File: config.mk
export PLATFORM = sky130hd
export DESIGN_NAME = mc_control_flat
export DESIGN_NICKNAME = d
export VERILOG_FILES = /design/src/rtl/mc_control_if.sv /design/src/rtl/mc_control.sv /design/src/flat_wrapper.sv
export SDC_FILE = /design/constraint.sdc
export NUM_CORES = 1
export LEC_CHECK = 0
export ABC_AREA = 1
export CORE_MARGIN = 2
export CORE_UTILIZATION = 52
export DETAILED_ROUTE_END_ITERATION = 10
export GPL_ROUTABILITY_DRIVEN = 1
export PLACE_DENSITY = 0.87
export SYNTH_ARGS = -nofsm -noshare
export SYNTH_HDL_FRONTEND = slang
export SYNTH_SLANG_ARGS = --single-unit
File: constraint.sdc
create_clock -name clk -period 4 [get_ports clk]
set_input_delay 0.4 -clock clk [delete_from_list [all_inputs] [get_ports clk]]
set_output_delay 0.4 -clock clk [all_outputs]
set_load 0.02 [all_outputs]
File: src/rtl/mc_control_if.sv
// ============================================================================
// mc_control_if : instruction/handshake/strobe bundle between the multi-cycle
//                 sequencer and the MIPS datapath.
// Revision 1.0 - initial release
// ============================================================================
`default_nettype none

interface mc_control_if #(
  parameter int CNT_W = 32
);
  logic [31:0]      instr;
  logic             zero;
  logic             rt_zero;
  logic             mem_ready;
  logic [4:0]       t;
  logic [10:0]      alu_f;
  logic             ir_we;
  logic             pc_we;
  logic [1:0]       pc_src;
  logic             mem_rd;
  logic             mem_we;
  logic             rf_we;
  logic             reg_dst;
  logic             alu_src_b;
  logic             mem_to_reg;
  logic             illegal;
  logic [CNT_W-1:0] retired;

  modport master (
    input  instr, zero, rt_zero, mem_ready,
    output t, alu_f, ir_we, pc_we, pc_src, mem_rd, mem_we, rf_we,
           reg_dst, alu_src_b, mem_to_reg, illegal, retired
  );

  modport slave (
    output instr, zero, rt_zero, mem_ready,
    input  t, alu_f, ir_we, pc_we, pc_src, mem_rd, mem_we, rf_we,
           reg_dst, alu_src_b, mem_to_reg, illegal, retired
  );
endinterface

`default_nettype wire

File: src/rtl/mc_control.sv
// ============================================================================
// mc_control : multi-cycle MIPS control sequencer (one-hot T1..T5), decodes
//              the instruction register and counts retired instructions.
// Revision 1.0 - initial release
// ============================================================================
`default_nettype none

module mc_control #(
  parameter int CNT_W = 32
) (
  input  logic          clk,
  input  logic          rst,
  mc_control_if.master  bus
);

  typedef enum logic [4:0] {
    T1 = 5'b00001,
    T2 = 5'b00010,
    T3 = 5'b00100,
    T4 = 5'b01000,
    T5 = 5'b10000
  } state_t;

  localparam logic [5:0]  OP_RTYPE = 6'b000000;
  localparam logic [5:0]  OP_J     = 6'b000010;
  localparam logic [5:0]  OP_BEQ   = 6'b000100;
  localparam logic [5:0]  OP_ADDI  = 6'b001000;
  localparam logic [5:0]  OP_LW    = 6'b100011;
  localparam logic [5:0]  OP_SW    = 6'b101011;
  localparam logic [5:0]  FN_MOVZ  = 6'b001010;
  localparam logic [10:0] ALU_ADD  = 11'b00000100000;
  localparam logic [10:0] ALU_SUB  = 11'b00000100010;

  state_t           r_state;
  state_t           w_next;
  logic [10:0]      r_alu_f;
  logic [10:0]      w_alu_f;
  logic [CNT_W-1:0] r_retired;

  logic       w_retire;
  logic       w_ir_we;
  logic       w_pc_we;
  logic [1:0] w_pc_src;
  logic       w_mem_rd;
  logic       w_mem_we;
  logic       w_rf_we;
  logic       w_reg_dst;
  logic       w_alu_src_b;
  logic       w_mem_to_reg;
  logic       w_illegal;

  logic [5:0] w_op;
  logic [5:0] w_funct;
  logic       w_is_r;
  logic       w_is_lw;
  logic       w_is_sw;
  logic       w_is_beq;
  logic       w_is_addi;
  logic       w_funct_ok;
  logic       unused_fields;

  assign w_op      = bus.instr[31:26];
  assign w_funct   = bus.instr[5:0];
  assign w_is_r    = (w_op == OP_RTYPE);
  assign w_is_lw   = (w_op == OP_LW);
  assign w_is_sw   = (w_op == OP_SW);
  assign w_is_beq  = (w_op == OP_BEQ);
  assign w_is_addi = (w_op == OP_ADDI);
  // rt/rd select fields are consumed by the datapath, not by the sequencer
  assign unused_fields = ^bus.instr[20:11];

  always_comb begin
    case (w_funct)
      6'b100000, 6'b100010, 6'b100100, 6'b100101,
      6'b100110, 6'b101010, 6'b001010: w_funct_ok = 1'b1;
      6'b000000:                       w_funct_ok = (bus.instr[25:21] == 5'd0);
      default:                         w_funct_ok = 1'b0;
    endcase
  end

  always_comb begin
    w_next       = r_state;
    w_retire     = 1'b0;
    w_ir_we      = 1'b0;
    w_pc_we      = 1'b0;
    w_pc_src     = 2'b00;
    w_mem_rd     = 1'b0;
    w_mem_we     = 1'b0;
    w_rf_we      = 1'b0;
    w_reg_dst    = 1'b0;
    w_alu_src_b  = 1'b0;
    w_mem_to_reg = 1'b0;
    w_illegal    = 1'b0;
    w_alu_f      = r_alu_f;

    case (r_state)
      T1: begin
        w_mem_rd = 1'b1;
        if (bus.mem_ready) begin
          w_ir_we = 1'b1;
          w_pc_we = 1'b1;
          w_next  = T2;
        end
      end

      T2: begin
        if (w_op == OP_J) begin
          w_pc_we  = 1'b1;
          w_pc_src = 2'b10;
          w_retire = 1'b1;
          w_next   = T1;
        end else if (w_is_r || w_is_lw || w_is_sw || w_is_beq || w_is_addi) begin
          w_next = T3;
        end else begin
          w_illegal = 1'b1;
          w_retire  = 1'b1;
          w_next    = T1;
        end
      end

      T3: begin
        if (w_is_r) begin
          w_alu_f = bus.instr[10:0];
          if (w_funct_ok) begin
            w_next = T5;
          end else begin
            w_illegal = 1'b1;
            w_retire  = 1'b1;
            w_next    = T1;
          end
        end else if (w_is_beq) begin
          w_alu_f  = ALU_SUB;
          w_retire = 1'b1;
          w_next   = T1;
          if (bus.zero) begin
            w_pc_we  = 1'b1;
            w_pc_src = 2'b01;
          end
        end else begin
          w_alu_f     = ALU_ADD;
          w_alu_src_b = 1'b1;
          w_next      = w_is_addi ? T5 : T4;
        end
      end

      T4: begin
        w_mem_rd = w_is_lw;
        w_mem_we = !w_is_lw;
        if (bus.mem_ready) begin
          if (w_is_lw) begin
            w_next = T5;
          end else begin
            w_retire = 1'b1;
            w_next   = T1;
          end
        end
      end

      T5: begin
        w_retire = 1'b1;
        w_next   = T1;
        if (w_is_r) begin
          w_rf_we   = (w_funct == FN_MOVZ) ? bus.rt_zero : 1'b1;
          w_reg_dst = 1'b1;
        end else if (w_is_addi) begin
          w_rf_we = 1'b1;
        end else if (w_is_lw) begin
          w_rf_we      = 1'b1;
          w_mem_to_reg = 1'b1;
        end
      end

      default: begin
        w_next = T1;
      end
    endcase
  end

  always_ff @(posedge clk or posedge rst) begin
    if (rst) begin
      r_state   <= T1;
      r_alu_f   <= '0;
      r_retired <= '0;
    end else begin
      r_state <= w_next;
      if (r_state == T3) begin
        r_alu_f <= w_alu_f;
      end
      if (w_retire) begin
        r_retired <= r_retired + CNT_W'(1);
      end
    end
  end

  // Strobes are forced low while reset is held so no access leaks during abort
  assign bus.t          = r_state;
  assign bus.alu_f      = w_alu_f;
  assign bus.ir_we      = w_ir_we   & ~rst;
  assign bus.pc_we      = w_pc_we   & ~rst;
  assign bus.pc_src     = w_pc_src;
  assign bus.mem_rd     = w_mem_rd  & ~rst;
  assign bus.mem_we     = w_mem_we  & ~rst;
  assign bus.rf_we      = w_rf_we   & ~rst;
  assign bus.reg_dst    = w_reg_dst;
  assign bus.alu_src_b  = w_alu_src_b;
  assign bus.mem_to_reg = w_mem_to_reg;
  assign bus.illegal    = w_illegal & ~rst;
  assign bus.retired    = r_retired;

endmodule

`default_nettype wire

File: src/flat_wrapper.sv
// flat-port wrapper written by rule: the top's interface ports become plain ports
module mc_control_flat 
#(
  parameter int CNT_W = 32
)
  (clk, rst, bus_instr, bus_zero, bus_rt_zero, bus_mem_ready, bus_t, bus_alu_f, bus_ir_we, bus_pc_we, bus_pc_src, bus_mem_rd, bus_mem_we, bus_rf_we, bus_reg_dst, bus_alu_src_b, bus_mem_to_reg, bus_illegal, bus_retired);
  mc_control_if #(.CNT_W(CNT_W)) bus_i ();
  input  logic clk;
  input  logic rst;
  input wire logic [$bits(bus_i.instr)-1:0] bus_instr;
  input wire logic [$bits(bus_i.zero)-1:0] bus_zero;
  input wire logic [$bits(bus_i.rt_zero)-1:0] bus_rt_zero;
  input wire logic [$bits(bus_i.mem_ready)-1:0] bus_mem_ready;
  output wire logic [$bits(bus_i.t)-1:0] bus_t;
  output wire logic [$bits(bus_i.alu_f)-1:0] bus_alu_f;
  output wire logic [$bits(bus_i.ir_we)-1:0] bus_ir_we;
  output wire logic [$bits(bus_i.pc_we)-1:0] bus_pc_we;
  output wire logic [$bits(bus_i.pc_src)-1:0] bus_pc_src;
  output wire logic [$bits(bus_i.mem_rd)-1:0] bus_mem_rd;
  output wire logic [$bits(bus_i.mem_we)-1:0] bus_mem_we;
  output wire logic [$bits(bus_i.rf_we)-1:0] bus_rf_we;
  output wire logic [$bits(bus_i.reg_dst)-1:0] bus_reg_dst;
  output wire logic [$bits(bus_i.alu_src_b)-1:0] bus_alu_src_b;
  output wire logic [$bits(bus_i.mem_to_reg)-1:0] bus_mem_to_reg;
  output wire logic [$bits(bus_i.illegal)-1:0] bus_illegal;
  output wire logic [$bits(bus_i.retired)-1:0] bus_retired;
  assign bus_i.instr = bus_instr;
  assign bus_i.zero = bus_zero;
  assign bus_i.rt_zero = bus_rt_zero;
  assign bus_i.mem_ready = bus_mem_ready;
  assign bus_t = bus_i.t;
  assign bus_alu_f = bus_i.alu_f;
  assign bus_ir_we = bus_i.ir_we;
  assign bus_pc_we = bus_i.pc_we;
  assign bus_pc_src = bus_i.pc_src;
  assign bus_mem_rd = bus_i.mem_rd;
  assign bus_mem_we = bus_i.mem_we;
  assign bus_rf_we = bus_i.rf_we;
  assign bus_reg_dst = bus_i.reg_dst;
  assign bus_alu_src_b = bus_i.alu_src_b;
  assign bus_mem_to_reg = bus_i.mem_to_reg;
  assign bus_illegal = bus_i.illegal;
  assign bus_retired = bus_i.retired;
  mc_control #(.CNT_W(CNT_W)) u_core (.clk(clk), .rst(rst), .bus(bus_i));
endmodule
## Word level (Yosys, flattened, before mapping)

Cells that the tools add are included.

- $add $sub $neg: 1
- Eq/ne operators: 19
- Mux-type cells: 52
- Bitwise logic cells: 7
- Reductions and logical operators: 10

Operators with widths:

| cell | number |
|---|---|
| $eq A6 B6 Y1 const B | 8 |
| $mux W5 | 8 |
| $add A32 B1 Y32 const B | 1 |
| $mux W1 | 30 |
| $mux W11 | 2 |
| $pmux W5 S4 | 1 |
| $eq A6 B4 Y1 const B | 2 |
| $logic_not A6 Y1 | 2 |
| $mux W2 | 4 |
| $reduce_or A7 Y1 | 1 |
| $and A1 B1 Y1 | 6 |
| $eq A6 B2 Y1 const B | 1 |
| $eq A6 B3 Y1 const B | 1 |
| $pmux W1 S2 | 3 |
| $eq A5 B1 Y1 const B | 1 |
| $eq A5 B2 Y1 const B | 1 |
| $eq A5 B3 Y1 const B | 1 |
| $eq A5 B4 Y1 const B | 1 |
| $eq A5 B5 Y1 const B | 1 |
| $logic_not A5 Y1 | 1 |
| $logic_or A1 B1 Y1 | 4 |
| $ne A2 B2 Y1 const B | 2 |
| $pmux W1 S4 | 1 |
| $pmux W2 S2 | 1 |
| other kinds (5) | 5 |

- Bits in registers: 48
- Output and inout port bits: 59

## Longest topological paths before layout

Gate-level depths: netlist of run 1.

- Word-level depth: 9
- Mapped depth: 13

## Least setup slack after synthesis of run 1

No wires, ideal clock.

- Path type: input-to-output
- Start: input port rst
- End: output port bus_rf_we
- Data arrival time: 2.083 ns
- Required time: 3.600 ns
- Path slack: 1.517 ns
- Cell stages on the path: 3
- Path buffers: 0
- Path through: inv_1 > o21ai_0 > a31oi_1

- Word-level cells in the longest chain between the ends: 2

RTL lines:

| what | line | text |
|---|---|---|
| start, declared | flat_wrapper.sv:9 | `input logic rst;` |
| $not A1 Y1 | mc_control.sv:203 | `assign bus.rf_we = w_rf_we & ~rst;` |
| $and A1 B1 Y1 | mc_control.sv:203 |  |
| end, declared | flat_wrapper.sv:21 | `output wire logic [$bits(bus_i.rf_we)-1:0] bus_rf_we;` |

No other way between the ends.

## Worst setup path in the final report of run 1

- Start: register u_core.r_state[4] (netlist: u_core.bus.t[4])
- End: output port bus_pc_we

- Word-level cells in the longest chain between the ends: 3

RTL lines:

| what | line | text |
|---|---|---|
| start, declared | mc_control.sv:34 | `state_t r_state;` |
| start signal, assigned | mc_control.sv:185 | `r_state <= w_next;` |
| $eq A5 B3 Y1, or another cell as far along | mc_control.sv:96 | `case (r_state)` |
| $pmux W1 S3 (*) | mc_control.sv:96 |  |
| $and A1 B1 Y1 (*) | mc_control.sv:199 | `assign bus.pc_we = w_pc_we & ~rst;` |
| end, declared | flat_wrapper.sv:17 | `output wire logic [$bits(bus_i.pc_we)-1:0] bus_pc_we;` |

Mark *: on every way between the ends. The rest lies on a longest branch, timed or not.

==> results of run 1 <==
-- synthesized netlist by cell type (all sizes together) --
| cell | n |
|---|---|
| o21ai | 4 |
| nor2 | 58 |
| a21oi | 6 |
| nand3b | 1 |
| buf | 13 |
| o31ai | 2 |
| inv | 44 |
| xnor2 | 9 |
| nor3 | 19 |
| a22o | 14 |
| clkbuf | 2 |
| nand3 | 16 |
| ha | 1 |
| dfstp | 1 |
| nor4 | 1 |
| a32o | 2 |
| xor2 | 20 |
| nand4 | 42 |
| nand2 | 140 |
| and2 | 1 |
| dfrtp | 47 |
| a31oi | 1 |
-- critical path, stage by stage, from the launching register on --
cell,delay [ns]
dfrtp_1,0.41
inv_1,0.15
nand4_4,0.33
nor2_4,0.24
nand2_1,0.11
nor2_1,0.15
o31ai_1,0.08
inv_1,0.06
clkdlybuf4s50_1,0.59
-- cells by family (layout without fill, tap and decap cells) --
| kind of cell | after synthesis | after routing |
|---|---|---|
| fa+ha+maj | 1 | 1 |
| buf+inv | 59 | 140 |
| flops | 48 | 48 |
| compound gates | 29 | 29 |
| simple gates | 278 | 278 |
| xor+xnor | 29 | 29 |
-- flip-flops by register name, indices dropped and copies added, names as in the netlist --
signal / cells
u_core.r_alu_f: 11
u_core.bus.t: 5
u_core.bus.retired: 32
-- layer usage --
layer  wire length [µm]  share of wire, %  track usage (%)
met1               3450                42             30.8
met2               4250                51             43.6
met3                493               6.0             5.47
met4                 93               1.1             4.47
met5                  0                 0                0
-- area by class of cell --
type	instances	share of cell area (%)
repair buffers	88	20.7
inverters	44	3.91
well taps	75	2.22
flip-flops and latches	48	28.5
clock buffers	5	1.63
multi-input cells	337	42.0
clock inverters	3	1.10
-- metrics by stage --
step	hold WS (ns)	std cells	setup slack, ns
floorplan	0.444	444	1.52
CTS	0.370	600	1.14
detailed placement	0.470	592	1.24
global placement	0.460	592	1.27
global route	0.391	600	0.990
finish	0.374	600	1.17
-- power by group through the flow --
stage	registers [W]	logic (W)	clock network, W
after floorplan	0.000602	0.000217	0
after global placement	0.000577	0.000377	0
after detailed placement	0.000579	0.000391	0
after CTS	0.000570	0.000393	0.000371
after global routing	0.000575	0.000428	0.000390
final	0.000570	0.000393	0.000366
-- worst paths after layout --
check / slack (ns) / cells past startpoint / to / from
hold / removal: 0.37 / 2 / u_core.r_alu_f[1]$_DFFE_PP0N_ / rst
min in group clk: 0.49 / 2 / u_core.r_alu_f[1]$_DFFE_PP0N_ / u_core.r_alu_f[1]$_DFFE_PP0N_
setup / recovery: 1.17 / 8 / bus_pc_we / u_core.bus.t[4]$_DFFE_PP0P_
max in group asynchronous: 2.87 / 3 / u_core.bus.retired[8]$_DFFE_PP0P_ / rst
setup reg to reg: 1.70 / 9 / u_core.bus.retired[9]$_DFFE_PP0P_ / u_core.bus.t[0]$_DFFE_PP1P_
hold reg to reg: 0.49 / 2 / u_core.r_alu_f[1]$_DFFE_PP0N_ / u_core.r_alu_f[1]$_DFFE_PP0N_
-- cell usage in the layout, fill, tap and decap left out, drive strengths merged, types with 2 or more instances in the layout --
| cell | instances |
|---|---|
| a21oi | 6 |
| a22o | 14 |
| a32o | 2 |
| buf | 3 |
| clkbuf | 5 |
| clkdlybuf4s50 | 85 |
| dfrtp | 47 |
| inv | 45 |
| nand2 | 140 |
| nand3 | 16 |
| nand4 | 42 |
| nor2 | 58 |
| nor3 | 19 |
| o21ai | 4 |
| o31ai | 2 |
| xnor2 | 9 |
| xor2 | 20 |
==> metrics, run 1 <==
Max Cap Viol 0; total design power between 0.001 and 0.0015 W; RSZ-0062 raised after global routing false; Seq cells post-synth 48; DR pass1 iterations 5; Post-Syn Area 0.00323 mm²; Final Hold Viols 0; endpoints failing setup 0; Synth Area in Compound Gates approximately 6.6%; GRT overflow 0; Worst IR Drop VDD roughly 220 µV; synthesis-to-layout area growth 30.6%; Routability Congestion 0.947; Post-Synth Adder-Cell Area less than 1%; core box area around 0.006 mm²; Synth warnings 0; Reg area 0.00120 mm²; Net Switching 0.000457 W; sequential share of the synthesized area between 30% and 40%; Die X a little over 80 µm; clk sink count 48; post-CTS sizing 0; share of layout cells above drive strength 1 roughly 5.9%; synthesized area per cell roughly 7.3 µm²; outcome finished clean; Fill cells between 500 and 600; routed length per instance about 14 µm; min Tclk post-route ~2.8 ns; CTS Buffer Depth 2; actual slew at the worst max-slew pin between 0.5 and 0.6 ns; global-route wire length before repair approximately 14,000 µm; TNS Setup 0 ns; Layout Skew 0.00756 ns; Tcrit/Tclk final a little over two thirds; nature of the critical path startpoint flop; Die Area 0.00686 mm²; largest area contributor in the netlist dfrtp_1; H-tree depth 2; Avg Vias per Cell 5.49; Synth Area in Simple Gates between 30% and 40%; Global Route Usage Sum 24.5%; Detailed Route Iter0 Violations 283; DRC 0; routed wire length roughly 8300 µm; # diodes 0; pwr dens roughly 310 mW/mm²; Post-DP Area just over 0.004 mm²; Switching Share 34.4%; Critical Path RT 3.60 ns; CP arrival between 2 and 2.5 ns; vias in the first global route 3,148; Yosys top cell area share 36.4%; Layout Nets roughly 560; critical path fanouts, max 24; clock root cell clkbuf_8; CTS Hold Bufs 0; Final Util 70.9%; CTS Buf Count 5; Distinct cells, synth 32; Post-CTS Setup Bufs 0; PortBufs 85; CTS tree yes; Post-Syn Instances between 400 and 500; Comb pwr share between 20% and 30%; Rel. slew slack a little over 60%; largest family of logic cells by synthesized area simple AND/OR/NAND/NOR gates; Mapped Nets between 400 and 500; CP Capture Type primary output; hold crit path type input port to asynchronous set/reset pin; Crit Path Class flop to primary output; Post-Synth XOR/XNOR Area 7.86%; Reg power frac between 40% and 50%; I/O pin cnt 96; max frequency 353 MHz; area of the multi-input gates ~0.0018 mm²; Final ANT Viol Nets 0; Slew Limit Fails 0; Skew-Pair Late Insertion Delay around 0.31 ns; initial core utilization ~54%; Int Power between 0.0008 and 0.0009 W; Vias between 3,000 and 4,000; Clk network pwr share between 20% and 30%; synth top area cells dfrtp_1, nand2_1, nand4_1; die height about 83 µm; Worst-path clk slew 0.09 ns; post-synthesis mux area share 0%; number of antenna violations at the first check in global routing 0; Pleak between 1.5 and 2 nW; row count 28; Finished Cell Area 0.00422 mm²; largest net degree at the start of global routing 47; dpl hpwl 6320 µm
(Power assumes the default switching activity.)
==> inputs of run 2 (changes only) <==
Settings changed: CORE_UTILIZATION 52 to 48, PLACE_DENSITY 0.87 to 0.81.
Clock period 4 ns to 2.92 ns, I/O delays scaled along.
==> metrics, run 2 (synthesis gave the netlist of run 1 again) <==
synthesis-to-layout area growth 31.2%; Detailed Route Iter0 Violations 178 (-37%); Layout Skew 0.00563 ns (-0.00194 ns); number of antenna violations at the first check in global routing 0 (unchanged); Tcrit/Tclk final 92.7%; Die Area 0.00741 mm² (+7.9%); worst hold slack 0.478 ns (+0.103 ns); post-CTS sizing 0 (unchanged); clk sink count 48 (unchanged); nature of the critical path startpoint flop; outcome finished clean; DR pass1 iterations 4 (-1); # diodes 0 (unchanged); Max stage delay cell, worst path clkdlybuf4s50_1; Die X 86.1 µm (+3.9%); Reg area 0.00120 mm² (unchanged); Pleak 1.98 nW (+0.64%); I/O pin cnt 96 (unchanged); CTS Hold Bufs 0 (unchanged); Max Cap Viol 0 (unchanged); share of layout cells above drive strength 1 6.44% (+0.53 points); actual slew at the worst max-slew pin 0.553 ns (-0.0186 ns); Worst IR Drop VDD 355 µV (+61%); Rel. slew slack 62.8% (+1.3 points); routed wire length 8280 µm (unchanged); min Tclk post-route between 2 and 3 ns; dpl hpwl 6370 µm (+0.78%); Post-DP Area 0.00413 mm² (+0.61%); die height 86.1 µm (+3.9%); DP Cell Count 597 (+0.84%); Vias 3,240 (-1.6%); row count 29 (+3.6%); largest net degree at the start of global routing 35 (-26%); area of the multi-input gates 0.00177 mm² (unchanged); Fill cells 578 (+14%); initial core utilization 50.3% (-3.9 points); Routability Congestion 0.899 (-5.1%); Global Route Usage Sum 23.5% (-1.1 points); Finished Cell Area 0.00424 mm² (+0.50%); delay-heaviest family, CP simple AND/OR/NAND/NOR gates; Non-Filler Instances 605 (+0.83%); DRC 0 (unchanged); met2 usage 41.7% (-1.9 points); slowest stage delay, CP 0.59 ns (about the same); TNS Setup 0 ns (unchanged); CP arrival 2.41 ns (-0.02 ns); most common cell after layout, fill and taps aside nand2_1; Final ANT Viol Nets 0 (unchanged); FF-to-FF setup slack 0.75 ns (-0.95 ns); Layout Nets 565 (+0.53%); pwr dens 424 mW/mm² (+35%); clock root cell clkbuf_8; global-route wire length before repair 14,000 µm (-2.3%); routed length per instance 13.7 µm (-0.83%); Critical Path Sink bus_pc_we; Post-CTS Setup Bufs 0 (unchanged); R2R cell count 8 (-1); GRT overflow 0 (unchanged); CP Depth 8 (unchanged); most frequent cells in the layout nand2_1, clkdlybuf4s50_1, nor2_1; vias in the first global route 3,091 (-1.8%); most frequent CP cell inv_1; worst setup path startpoint u_core.bus.t[4]$_DFFE_PP0P_; core box area 0.00642 mm² (+7.8%); Crit Path Class flop to primary output; Critical Path, Cell by Cell inv_1, nand4_4, nor2_4, nand2_1, nor2_1, o31ai_1, inv_1, clkdlybuf4s50_1; Critical Path RT 2.63 ns (-0.97 ns); Final Hold Viols 0 (unchanged); max reg flops 32 (unchanged); PortBufs 85 (unchanged); max frequency around 370 MHz; GR Util met3 5.20% (-0.27 points); CP Capture Type primary output; CTS tree yes; RSZ-0062 raised after global routing false; busiest grt layer met2; Avg Vias per Cell 5.36 (-2.4%); H-tree depth 2 (unchanged); CTS Buf Count 5 (unchanged); hold crit path type input port to asynchronous set/reset pin; endpoints failing setup 0 (unchanged); Crit Reg-Reg Startpoint u_core.bus.t[0]$_DFFE_PP1P_; worst path bufs/invs 3 (unchanged); Worst-path clk slew 0.09 ns (about the same); R2R Path End u_core.bus.retired[10]$_DFFE_PP0P_; critical path fanouts, max 24 (unchanged); Slew Limit Fails 0 (unchanged); Final Util 66.0% (-4.8 points); Skew-Pair Late Insertion Delay 0.30 ns (about the same); CTS Buffer Depth 2 (unchanged); met1 usage 28.3% (-2.5 points)
==> run 2: cell count changes in the layout (fill, tap and decap cells not counted) <==
cell      previous run  this run
buf_4                3         6
clkinv_2             0         1
inv_6                1         0
==> run 2: tightest hold or removal path, delay by kind of cell <==
family                 cells  cell delay (ns)
buffers and inverters      3             0.89
==> run 2: worst min-delay path by stage <==
stage / to / slack (ns)
after floorplan: u_core.r_alu_f[0]$_DFFE_PP0N_ / 0.42
after global placement: u_core.r_alu_f[1]$_DFFE_PP0N_ / 0.47
after detailed placement: u_core.r_alu_f[1]$_DFFE_PP0N_ / 0.47
after CTS: u_core.bus.retired[28]$_DFFE_PP0P_ / 0.48
after global routing: u_core.r_alu_f[1]$_DFFE_PP0N_ / 0.51
final: u_core.r_alu_f[5]$_DFFE_PP0N_ / 0.48
==> run 2: layout make-up <==
cell class                      count  share of cell area (%)
Clock inverter                      3                    1.00
Inverter                           44                    3.89
Timing Repair Buffer               91                    21.1
Sequential cell                    48                    28.3
Multi-Input combinational cell    337                    41.7
Tap cell                           77                    2.27
Clock buffer                        5                    1.62
==> run 2: report_power, final <==
| part | switching (W) | internal [W] | leakage, nW |
|---|---|---|---|
| Combinational | 0.000314 | 0.000223 | 1.28 |
| Clock | 0.000231 | 0.000254 | 0.0541 |
| Sequential | 0.0000590 | 0.000718 | 0.652 |
| Total | 0.000604 | 0.00119 | 1.98 |
==> run 2: metal layers <==
layer	share of wire, %	up-vias
li1	-	1637
met1	42	1493
met2	51	99
met3	6.1	11
met4	1.4	0
met5	0	-
==> run 2: through the flow <==
stage	total power (W)	setup WS, ns
5_1_grt	0.00189	0.0493
4_1_cts	0.00181	0.195
3_3_place_gp	0.00131	0.381
2_1_floorplan	0.00112	0.653
6_report	0.00180	0.214
3_5_place_dp	0.00133	0.376
